### src/rtl/apt_rule_writer.sv
// APT SRAM slice update engine: sweeps every row address and writes one rule column
// with the ternary match result of that address, or clears the column on delete.
module apt_rule_writer #(
  parameter int w = 16,
  parameter int b = 8
) (
  input  logic           clk,
  input  logic           rst_n,
  input  logic           upd_valid,
  output logic           upd_ready,
  input  logic [b-1:0]   upd_idx,
  input  logic [w-1:0]   upd_value,
  input  logic [w-1:0]   upd_mask,
  input  logic           upd_delete,
  output logic           ram_we,
  input  logic           ram_gnt,
  output logic [w-1:0]   ram_addr,
  output logic [0:2**b-1] ram_wdata,
  output logic [0:2**b-1] ram_bwe,
  output logic           upd_busy,
  output logic           upd_done,
  output logic [w:0]     upd_match_cnt
);

  localparam int K = 2**b;
  localparam logic [w-1:0] LAST_ADDR = '1;

  typedef enum logic [1:0] {IDLE, SWEEP, DONE} state_e;

  state_e       state_q, state_d;
  logic [b-1:0] idx_q, idx_d;
  logic [w-1:0] value_q, value_d;
  logic [w-1:0] mask_q, mask_d;
  logic         delete_q, delete_d;
  logic [w-1:0] addr_q, addr_d;
  logic [w:0]   cnt_q, cnt_d;
  logic         match_bit;

  // Masked-off bits are don't-care; a delete forces the column to zero.
  assign match_bit = !delete_q && (((addr_q ^ value_q) & mask_q) == '0);

  assign ram_addr      = addr_q;
  assign upd_match_cnt = cnt_q;

  // NOTE: every variable gets its default before the case so no path infers a latch;
  // combinational logic uses blocking '=', the state register below uses '<='.
  always_comb begin
    state_d   = state_q;
    idx_d     = idx_q;
    value_d   = value_q;
    mask_d    = mask_q;
    delete_d  = delete_q;
    addr_d    = addr_q;
    cnt_d     = cnt_q;
    upd_ready = 1'b0;
    upd_busy  = 1'b0;
    upd_done  = 1'b0;
    ram_we    = 1'b0;
    ram_wdata = '0;
    ram_bwe   = '0;

    unique case (state_q)
      IDLE: begin
        upd_ready = 1'b1;
        if (upd_valid) begin
          idx_d    = upd_idx;
          value_d  = upd_value;
          mask_d   = upd_mask;
          delete_d = upd_delete;
          addr_d   = '0;
          cnt_d    = '0;
          state_d  = SWEEP;
        end
      end
      SWEEP: begin
        upd_busy         = 1'b1;
        ram_we           = 1'b1;
        ram_wdata        = {K{match_bit}};
        ram_bwe[idx_q]   = 1'b1;
        // Without a grant everything holds, so the same write is simply retried.
        if (ram_gnt) begin
          cnt_d  = cnt_q + (w+1)'(match_bit);
          addr_d = addr_q + 1'b1;
          if (addr_q == LAST_ADDR) state_d = DONE;
        end
      end
      DONE: begin
        upd_done = 1'b1;
        state_d  = IDLE;
      end
      default: state_d = IDLE;
    endcase
  end

  always_ff @(posedge clk or negedge rst_n) begin
    if (!rst_n) begin
      state_q  <= IDLE;
      idx_q    <= '0;
      value_q  <= '0;
      mask_q   <= '0;
      delete_q <= 1'b0;
      addr_q   <= '0;
      cnt_q    <= '0;
    end else begin
      state_q  <= state_d;
      idx_q    <= idx_d;
      value_q  <= value_d;
      mask_q   <= mask_d;
      delete_q <= delete_d;
      addr_q   <= addr_d;
      cnt_q    <= cnt_d;
    end
  end

endmodule

### config.mk
export PLATFORM = sky130hd
export DESIGN_NAME = apt_rule_writer
export DESIGN_NICKNAME = d
export VERILOG_FILES = /design/src/rtl/apt_rule_writer.sv
export SDC_FILE = /design/constraint.sdc
export NUM_CORES = 1
export LEC_CHECK = 0
export BUFFER_PORTS_ARGS = -buffer_cell sky130_fd_sc_hd__clkbuf_2
export CAP_MARGIN = 10
export CORE_AREA = 8 8 226 228
export CTS_BUF_LIST = sky130_fd_sc_hd__clkbuf_2
export DETAILED_ROUTE_END_ITERATION = 12
export DIE_AREA = 0 0 234 236
export GPL_ROUTABILITY_DRIVEN = 1
export PLACE_DENSITY = 0.36
export RECOVER_POWER = 100
export SKIP_LAST_GASP = 1
export SYNTH_ARGS = -nofsm -noshare
export SYNTH_HDL_FRONTEND = slang
export SYNTH_SLANG_ARGS = --single-unit
### constraint.sdc
create_clock -name clk -period 26.1 [get_ports clk]
set_input_delay 5.22 -clock clk [delete_from_list [all_inputs] [get_ports clk]]
set_output_delay 5.22 -clock clk [all_outputs]
set_load 0.02 [all_outputs]
==> flow_summary.ini <==
[status]
status = finished, violations left
failing_checks = max-capacitance violations, max-slew violations

[worst_setup_path]
cpLargestDelayFamily = buffers and inverters
worst_path_buffer_plus_inverter_count = 3
crit_path_frequent_cell = sky130_fd_sc_hd__clkbuf_1
worst_ep_arrival_time_ns = 8.46
critPathSlowestCell = sky130_fd_sc_hd__clkbuf_1
crit_required_ns = 20.88
critPathKind = flop to primary output
worst_path_largest_cell_delay_ns = 3.39
worstPathCellList = xor2_1 > a222oi_1 > nand4_1 > nor3_2 > clkbuf_1 > clkbuf_1 > clkbuf_2
path_max_fanout = 166
worstSetupEndpointType = primary output
critical_path_startpoint_category = flop

[cells_and_area]
layout_commonest_cell = sky130_fd_sc_hd__clkbuf_1
final_net_count = 1351
synthToLayoutAreaGrowth_pct = 15.9
finalNonFillerCells = 1923
final_layout_size_suffix_gt1_share_pct = 5.20
finish.utilization_pct = 16.7
most_frequent_cells_in_the_layout = sky130_fd_sc_hd__clkbuf_1, sky130_fd_sc_hd__nor2_1, sky130_fd_sc_hd__nand2_1

[die]
io-pin-count = 594
initial_core_util_pct = 14.4
die_footprint_um2 = 55200
chipHeight_um = 236
core-area_um2 = 47300
placementRows = 80
die_x_um = 234

[clock_network]
cts-hold-fix-buffers = 0
cts.path.max_buffers = 2
clock_sink_count = 76
tritoncts = built
post-cts-setup-buffers = 0
latest_clock_arrival_within_the_worst_skew_pair_ns = 0.57
cts_resized = 0
tritoncts.num_buffers = 9
clkTransAtPathRegs_ns = 0.25
htree_num_levels = 3
root_buffer = sky130_fd_sc_hd__clkbuf_2

[logic_synthesis]
synth_largest_type_area_fraction_pct = 28.2
mappedNetlistArea_um2 = 6840
syn_nets = 1047
syn_inst = 998
synth_enable_flop_cells = 0
synth-warning-count = 0
synth_area_leader_cell = sky130_fd_sc_hd__buf_4
yosys_most_used_dff = sky130_fd_sc_hd__dfrtp_1
yosys-top-cells-area = sky130_fd_sc_hd__buf_4, sky130_fd_sc_hd__dfrtp_1, sky130_fd_sc_hd__nor2_1, sky130_fd_sc_hd__nand2_1, sky130_fd_sc_hd__clkbuf_1
ys_seq_elements = 76
synth_cell_type_count = 40
seq_area_frac_synth_pct = 27.8
synth_area_per_cell_um2 = 6.85
synth_async_sr_flop_share_pct = 100

[routing]
drtIter0Drc = 367
vias = 7329
wl_per_cell_um = 18.8
ant_nets = 0
remaining_design_rule_violation_count = 0
finalWirelength_um = 36100
firstDrtPassIters = 6
number_of_vias_per_cell_after_detailed_routing = 3.81

[placement]
place.detailed.instances = 1905
place.gp.congestion = 0.720
place.detailed.hpwl_um = 27800
number_of_i_o_port_buffers = 593

[pwr]
total_power_after_layout_uw = 261
power.share.clock_pct = 27.4
power-per-cell-area_nw_per_um2 = 33.0
power.share.combinational_pct = 17.8
internal_power_component_uw = 167
p_switching_uw = 94.7
swShare_pct = 36.2
power.static_leakage_nw = 2.95
power.sequential.fraction_pct = 54.8
worst_ir_drop_vdd_uv = 17.2

[timing]
slew_viol_final = 437
fin_tns_setup_ns = 0
timing_worst_slew_pin_value_ns = 4.63
setup_viol_count_final = 0
unrepaired_setup_endpoints_after_global_routing = no
fmax_mhz = 73.1
timing_hold_violations_final = 0
skew_ns = 0.0508
final.period_utilization_pct = 52.4
finalWorstPathRequiredPeriod_ns = 13.68
fin_hold_ws_ns = 0.513
max-slew-margin-rel_pct = -209

[grt]
grt_remaining_overflow = 0
grt_pass1_wl_um = 48400
grt_use_total_pct = 11.8
via_count_of_the_first_global_routing_pass = 6925
grt_antenna_before_repair = 2
grt_max_degree = 167

[min_path]
min-delay-path-class = flop to flop

[job]
max_cap_viol_count = 6
tightest hold or removal path, delay by kind of cell (launching register included):
family / cells / cell delay [ns]
flops: 1 / 0.40
simple gates: 2 / 0.10
power groups by stage:
stage          logic (mW)  registers [mW]  clock network [mW]
3_5_place_dp       0.0500           0.146                   0
3_3_place_gp       0.0502           0.146                   0
5_1_grt            0.0517           0.146              0.0805
6_report           0.0466           0.143              0.0716
4_1_cts            0.0504           0.144              0.0752
2_1_floorplan      0.0206           0.150                   0
final cells by class:
class / instances / area, um2
Timing Repair Buffer: 601 / 2320
Clock inverter: 6 / 70.1
Tap cell: 615 / 769
Multi-Input combinational cell: 606 / 2780
Sequential cell: 76 / 1900
Fill cell: 5831 / 39400
Clock buffer: 10 / 50.0
Inverter: 8 / 30.0
Antenna cell: 1 / 2.50
synthesized netlist by cell type (3+ instances only):
master,count
sky130_fd_sc_hd__nor2_1,272
sky130_fd_sc_hd__buf_4,257
sky130_fd_sc_hd__nand2_1,164
sky130_fd_sc_hd__dfrtp_1,76
sky130_fd_sc_hd__clkbuf_1,45
sky130_fd_sc_hd__a21oi_1,21
sky130_fd_sc_hd__nand3_1,20
sky130_fd_sc_hd__xor2_1,17
sky130_fd_sc_hd__o21ai_0,16
sky130_fd_sc_hd__or3_1,10
sky130_fd_sc_hd__nand4_1,9
sky130_fd_sc_hd__nor3_1,9
sky130_fd_sc_hd__inv_1,8
sky130_fd_sc_hd__xnor2_1,7
sky130_fd_sc_hd__a22oi_1,6
sky130_fd_sc_hd__nor2b_1,6
sky130_fd_sc_hd__or4_1,6
sky130_fd_sc_hd__and3_1,5
sky130_fd_sc_hd__buf_1,5
sky130_fd_sc_hd__o31ai_1,5
sky130_fd_sc_hd__ha_1,4
sky130_fd_sc_hd__and4_1,3
sky130_fd_sc_hd__o21a_1,3
cell families (layout without fill, tap and decap cells):
group	count (synthesis)	in the layout	share of synthesized area [%]
AO/OA/AOI/OAI	55	55	4.80
XOR/XNOR	24	24	3.07
adder cells (fa/ha/maj)	4	4	0.732
buffers and inverters	316	625	31.5
flip-flops	76	76	27.8
multiplexers	2	2	0.366
other	0	1	0
AND/OR/NAND/NOR	521	521	31.7
registers in the layout (all words and copies together), names as in the netlist:
| register | flops |
|---|---|
| delete_q | 1 |
| upd_match_cnt | 17 |
| state_q | 2 |
| mask_q | 16 |
| value_q | 16 |
| idx_q | 8 |
| ram_addr | 16 |
layer usage:
layer  track usage (%)  routed length (um)  up-vias
met1              14.5               15200     3434
li1                  -                   -     3492
met2              20.8               17400      382
met4              1.81                 420        0
met5                 0                   0        -
met3              2.81                3100       21
through the flow:
| step | area (um2) | worst slack [ns] |
|---|---|---|
| after floorplan | 6840 | 5.06 |
| after global placement | 8510 | 17.53 |
| after detailed placement | 8510 | 17.33 |
| after CTS | 8630 | 16.63 |
| after global routing | 7920 | 11.25 |
| final | 7920 | 12.42 |
final timing paths:
kind,from,endpoint,slack (ns),cells past startpoint
setup / recovery,ram_addr[4],ram_wdata[214],12.42,7
hold / removal,mask_q[0],mask_q[0],0.51,2
setup reg to reg,state_q[1],idx_q[1],22.25,5
hold reg to reg,mask_q[0],mask_q[0],0.51,2
max in group asynchronous,rst_n,ram_addr[6],17.69,2
min in group asynchronous,rst_n,mask_q[3],5.11,1
No activity file was read; power rests on OpenSTA's default activity.
